===== src/rtl/conv_window_mac.sv =====
// 3x3 signed dot-product MAC: unsigned activations times signed weights, accumulated
// over a channel group, then bias and optional ReLU into a valid/ready output register.
module conv_window_mac #(
    parameter int WEIGHT_WIDTH = 8,
    parameter int ACC_WIDTH    = 32
) (
    input  logic                          clk,
    input  logic                          rst,
    input  logic [11:0]                   channel,
    input  logic                          relu_en,
    input  logic signed [ACC_WIDTH-1:0]   bias,
    input  logic                          act_valid,
    input  logic [3*WEIGHT_WIDTH-1:0]     activate0,
    input  logic [3*WEIGHT_WIDTH-1:0]     activate1,
    input  logic [3*WEIGHT_WIDTH-1:0]     activate2,
    input  logic [3*WEIGHT_WIDTH-1:0]     weight0,
    input  logic [3*WEIGHT_WIDTH-1:0]     weight1,
    input  logic [3*WEIGHT_WIDTH-1:0]     weight2,
    output logic                          in_ready,
    output logic                          out_valid,
    output logic [ACC_WIDTH-1:0]          out_data,
    input  logic                          out_ready
);
    localparam int W  = WEIGHT_WIDTH;
    localparam int PW = 2*W + 1;   // unsigned W x signed W product
    localparam int SW = PW + 4;    // headroom for 9 terms

    logic [9*W-1:0] act_flat, wgt_flat;
    assign act_flat = {activate2, activate1, activate0};
    assign wgt_flat = {weight2, weight1, weight0};

    logic signed [PW-1:0] prod_d [9];
    logic signed [PW-1:0] prod_q [9];
    logic signed [SW-1:0] sum_d, sum_q;

    // Row/byte pairing is purely positional, so the flattened byte index pairs correctly.
    for (genvar g = 0; g < 9; g++) begin : g_mul
        assign prod_d[g] = $signed({1'b0, act_flat[g*W +: W]}) * $signed(wgt_flat[g*W +: W]);
    end

    always_comb begin
        sum_d = '0;
        for (int i = 0; i < 9; i++)
            sum_d = sum_d + {{(SW-PW){prod_q[i][PW-1]}}, prod_q[i]};
    end

    logic [11:0]                 ccnt, ch_lat, ch_eff, cur_ch;
    logic                        is_last, accept, last_pending;
    logic [1:0]                  vld_pipe, last_pipe, relu_pipe;
    logic signed [ACC_WIDTH-1:0] bias_pipe [2];
    logic signed [ACC_WIDTH-1:0] acc, sum_ext, res;

    assign in_ready = ~last_pending & ~out_valid;
    assign accept   = act_valid & in_ready;
    assign ch_eff   = (channel == 12'd0) ? 12'd1 : channel;
    // The group size is taken live on the first window and held for the rest of the group.
    assign cur_ch   = (ccnt == 12'd0) ? ch_eff : ch_lat;
    assign is_last  = (ccnt == cur_ch - 12'd1);
    assign sum_ext  = {{(ACC_WIDTH-SW){sum_q[SW-1]}}, sum_q};
    assign res      = acc + sum_ext + bias_pipe[1];

    // Datapath registers carry no reset; only their valid bits matter.
    always_ff @(posedge clk) begin
        prod_q       <= prod_d;
        sum_q        <= sum_d;
        relu_pipe    <= {relu_pipe[0], relu_en};
        bias_pipe[0] <= bias;
        bias_pipe[1] <= bias_pipe[0];
    end

    always_ff @(posedge clk) begin
        if (rst) begin
            ccnt         <= '0;
            ch_lat       <= '0;
            last_pending <= 1'b0;
            vld_pipe     <= '0;
            last_pipe    <= '0;
            acc          <= '0;
            out_valid    <= 1'b0;
            out_data     <= '0;
        end else begin
            vld_pipe  <= {vld_pipe[0], accept};
            last_pipe <= {last_pipe[0], accept & is_last};
            if (accept) begin
                if (ccnt == 12'd0) ch_lat <= ch_eff;
                ccnt <= is_last ? 12'd0 : ccnt + 12'd1;
                if (is_last) last_pending <= 1'b1;
            end
            if (out_valid && out_ready) begin
                out_valid    <= 1'b0;
                last_pending <= 1'b0;
            end
            if (vld_pipe[1]) begin
                if (last_pipe[1]) begin
                    out_data  <= (relu_pipe[1] && res[ACC_WIDTH-1]) ? '0 : res;
                    out_valid <= 1'b1;
                    acc       <= '0;
                end else begin
                    acc <= acc + sum_ext;
                end
            end
        end
    end
endmodule


===== config.mk =====
export PLATFORM = sky130hd
export DESIGN_NAME = conv_window_mac
export DESIGN_NICKNAME = d
export VERILOG_FILES = /design/src/rtl/conv_window_mac.sv
export SDC_FILE = /design/constraint.sdc
export NUM_CORES = 2
export LEC_CHECK = 0
export BUFFER_PORTS_ARGS = -buffer_cell sky130_fd_sc_hd__buf_2
export CAP_MARGIN = 15
export CORE_UTILIZATION = 25
export DETAILED_ROUTE_END_ITERATION = 10
export HOLD_SLACK_MARGIN = 0.03
export PLACE_DENSITY_LB_ADDON = 0.25
export SYNTH_ARGS = -nofsm -noshare
export SYNTH_HDL_FRONTEND = slang
export SYNTH_SLANG_ARGS = --single-unit

===== constraint.sdc =====
create_clock -name clk -period 12.57 [get_ports clk]
set_clock_uncertainty 0.15 [all_clocks]
set_input_delay 2.514 -clock clk [delete_from_list [all_inputs] [get_ports clk]]
set_output_delay 2.514 -clock clk [all_outputs]
set_load 0.03 [all_outputs]

==> summary.md <==
| Metric | Value |
|---|---|
| Status | `finished, final reports clean` |
| Synth Net Count | `4922` |
| Synth top cells by count | `inv_1, ha_1, fa_1` |
| Hold WC Path Type | `reg2reg` |
| Worst setup path class | `in2reg` |
| Crit-path cells | `buf_2, and2_1, fa_1, inv_1, fa_1, fa_1, fa_1, inv_1, ha_1, nor2b_1, o21ai_0, a21boi_0, o21ai_0, a21boi_0, o21ai_0, a21oi_1, o41ai_1, xnor2_1` |
| Initial core utilization | `25.4%` |
| Nets | `5166` |
| Avg Cell Area, Syn | `9.22 um^2` |
| Max layer used | `met4` |
| GP Congestion | `0.817` |
| Fillers | `14900` |
| Skew-Pair Late Insertion Delay | `600 ps` |
| CTS tree | `done` |
| TritonRoute pass-1 iters | `5` |
| Number of max-cap violations | `0` |
| Crit end category | `flop` |
| Vias per cell | `4.21` |
| WL met3 | `2790 um` |
| First-pass GRT wire length | `147000 um` |
| Fin crit share | `51.8%` |
| # Post-CTS Setup Buffers | `0` |
| Sequential fraction of the synthesis area | `19.1%` |
| Top cell type by total area after synthesis | `fa_1` |
| Initial antenna violation count | `5` |
| Max stage delay cell, worst path | `fa_1` |
| Crit path max-delay family | `adder cells` |
| Hold-fix buffers, CTS | `0` |
| Post-synth EDFFs | `0` |
| Port bufs | `226` |
| Required @ worst endpoint | `12930 ps` |
| Wire length on met1 | `44400 um` |
| CP Max Fanout | `8` |
| Die Ht | `376 um` |
| IO Count | `227` |
| Sum of negative setup slack | `0 ps` |
| Layout cells sized above 1 | `8.39%` |
| Final setup viols | `0` |
| Die area | `142000 um^2` |
| H-Tree Depth | `2` |
| Netlist cell types | `74` |
| Max Root-Sink Buffers | `3` |
| Post-Synth XOR/XNOR Area | `4.55%` |
| Hold Fails Final Rpt | `0` |
| Async SR Flop Fraction | `0%` |
| Sink Count | `334` |
| Die span in x | `376 um` |
| Detail Route Antenna Nets | `0` |
| Core Footprint | `138000 um^2` |
| Adder-Cell Fraction of Synth Area | `43.0%` |
| Max frequency | `0.154 GHz` |
| Rows | `136` |
| Flops & latches, synth | `334` |
| Crit path largest cell delay | `500 ps` |
| Via Count | `25000` |
| Pin count of the biggest net entering global routing | `57` |
| Reg2reg start | `sum_q[0]` |
| Worst relative slew slack | `41.8%` |
| Iter 0 DRT Violations | `1033` |
| Synthesized instance count | `3798` |
| CTS root buf | `clkbuf_16` |
| Synth top area cells | `fa_1, dfxtp_1, ha_1` |
| Total global routing overflow | `0` |
| RSZ-0062 raised after global routing | `no` |
| YS warnings | `0` |
| Min-delay src | `bias_pipe[0][3]` |
| Worst-Margin Slew | `866 ps` |
| Count leader, synth | `inv_1` |
| WP data arrival | `6880 ps` |
| Critical path buffers and inverters | `3` |
| WL/cell | `15.7 um` |
| Metal2 WL | `43800 um` |
| Netlist Area Pre-Place | `35000 um^2` |
| DP HPWL | `79100 um` |
| Complex-gate fraction of the synthesized area | `9.11%` |
| Reg clk slew, reported paths | `60 ps` |
| Post-CTS sizing | `0` |
| Final slew viol count | `0` |
| Top-area cell type share of the netlist area | `26.1%` |
| DRC violations left | `0` |
| Mux contribution to synthesized area | `0.386%` |
| Post-synth top flop | `dfxtp_1` |
| Simple-gate share of the synthesized area | `14.8%` |
| Largest family of logic cells by synthesized area | `adder cells` |
| Critical path origin | `weight2[18]` |
| Crit start category | `input pin` |
| P&R area growth vs syn | `14.2%` |
| TritonCTS Buffers | `44` |
| Gr usage total | `13.3%` |
| Tmin final | `6510 ps` |
| Vias in the first global route | `26000` |
| Total length of routed wires | `93000 um` |
| Cell repeated most along the worst path | `fa_1` |
[flip-flops by register name (all words and copies together), names as in the netlist]
signal,cells
acc,32
bias_pipe,64
ccnt,12
ch_lat,12
last_pending,1
last_pipe,2
out_data,32
out_valid,1
prod_q,153
relu_pipe,2
sum_q,21
vld_pipe,2
[per-layer routing]
metal  global-route usage, %  vias to the layer above
li1                        -                    12500
met1                    17.9                    12000
met2                    22.5                      341
met3                    1.52                       86
met4                    3.11                        0
met5                       0                        -
[per-stage QoR]
step / worst slack (ps) / instance area (um^2) / hold WS (ps) / utilization, % / cells
finish: 6060 / 40000 / 171 / 29.0 / 5940
CTS: 6100 / 40000 / 174 / 28.9 / 5939
detailed placement: 5470 / 38400 / 162 / 27.8 / 5859
global route: 5650 / 40000 / 180 / 28.9 / 5939
floorplan: 6040 / 35000 / 160 / - / 3798
global placement: 5480 / 38400 / 163 / 27.8 / 5859
[worst paths after layout]
kind              slack [ps]  cells past startpoint          endpoint
setup / recovery        6060                     18        prod_q[16]
hold / removal           170                      0  bias_pipe[0][35]
setup reg to reg        6460                     22       out_data[2]
hold reg to reg          170                      0  bias_pipe[0][35]
[worst register-to-register path, cell delays in order, from the launching register on]
cell and delay, ps:
dfxtp_1 370, ha_1 220, inv_1 70, fa_1 400, nor2b_1 140, o21a_1 140
o21ai_0 120, a21oi_1 320, a21oi_1 280, a211o_1 360, nand2_1 160, a21oi_1 130
xnor2_1 230, ha_1 340, a21oi_1 320, o21a_1 210, o221ai_1 120, a221o_1 370
or3_2 460, a21o_1 230, a311oi_4 280, buf_4 380, a32o_1 250
[cell usage in the layout (no fill, tap or decap), drive strengths merged, types with 13 or more instances in the layout]
cell type  netlist  routed
buf             11     234
dfxtp          334     334
clkbuf          24      56
a22oi           23      23
fa             457     457
nand2          304     304
xnor2          141     141
a211oi          18      18
xor2            41      41
o21a            23      23
o31a            15      15
nand2b          58      58
nand3           28      28
o21ai           75      75
nand4           13      13
a22o            29      29
a21oi          103     103
a21boi          28      28
ha             474     474
a21o            46      46
nor3            40      40
nor2b           26      26
o41ai           19      19
inv            791     794
nor2           234     234
and2           295     295
[kinds of logic (layout without fill, tap and decap cells)]
| logic type | Yosys count | count (layout) |
|---|---|---|
| AO/OA/AOI/OAI | 463 | 463 |
| XOR/XNOR | 182 | 182 |
| adder cells (fa/ha/maj) | 931 | 931 |
| buffers and inverters | 828 | 1106 |
| flip-flops | 334 | 334 |
| multiplexers | 13 | 13 |
| other | 0 | 1 |
| AND/OR/NAND/NOR | 1047 | 1047 |
[cell type report]
class	instances	area [um^2]	area share (%)
Inverter	792	2970	7.43
Timing Repair Buffer	234	1190	2.98
Multi-Input combinational cell	2636	25200	63.0
Sequential cell	334	6690	16.7
Antenna cell	1	2.50	0.00626
Clock buffer	56	1240	3.09
Clock inverter	24	382	0.954
Tap cell	1863	2330	5.83
Power is left out: the tool's default activity adds up to more than one toggle a clock period on the data nets, which glitch-free logic cannot reach.
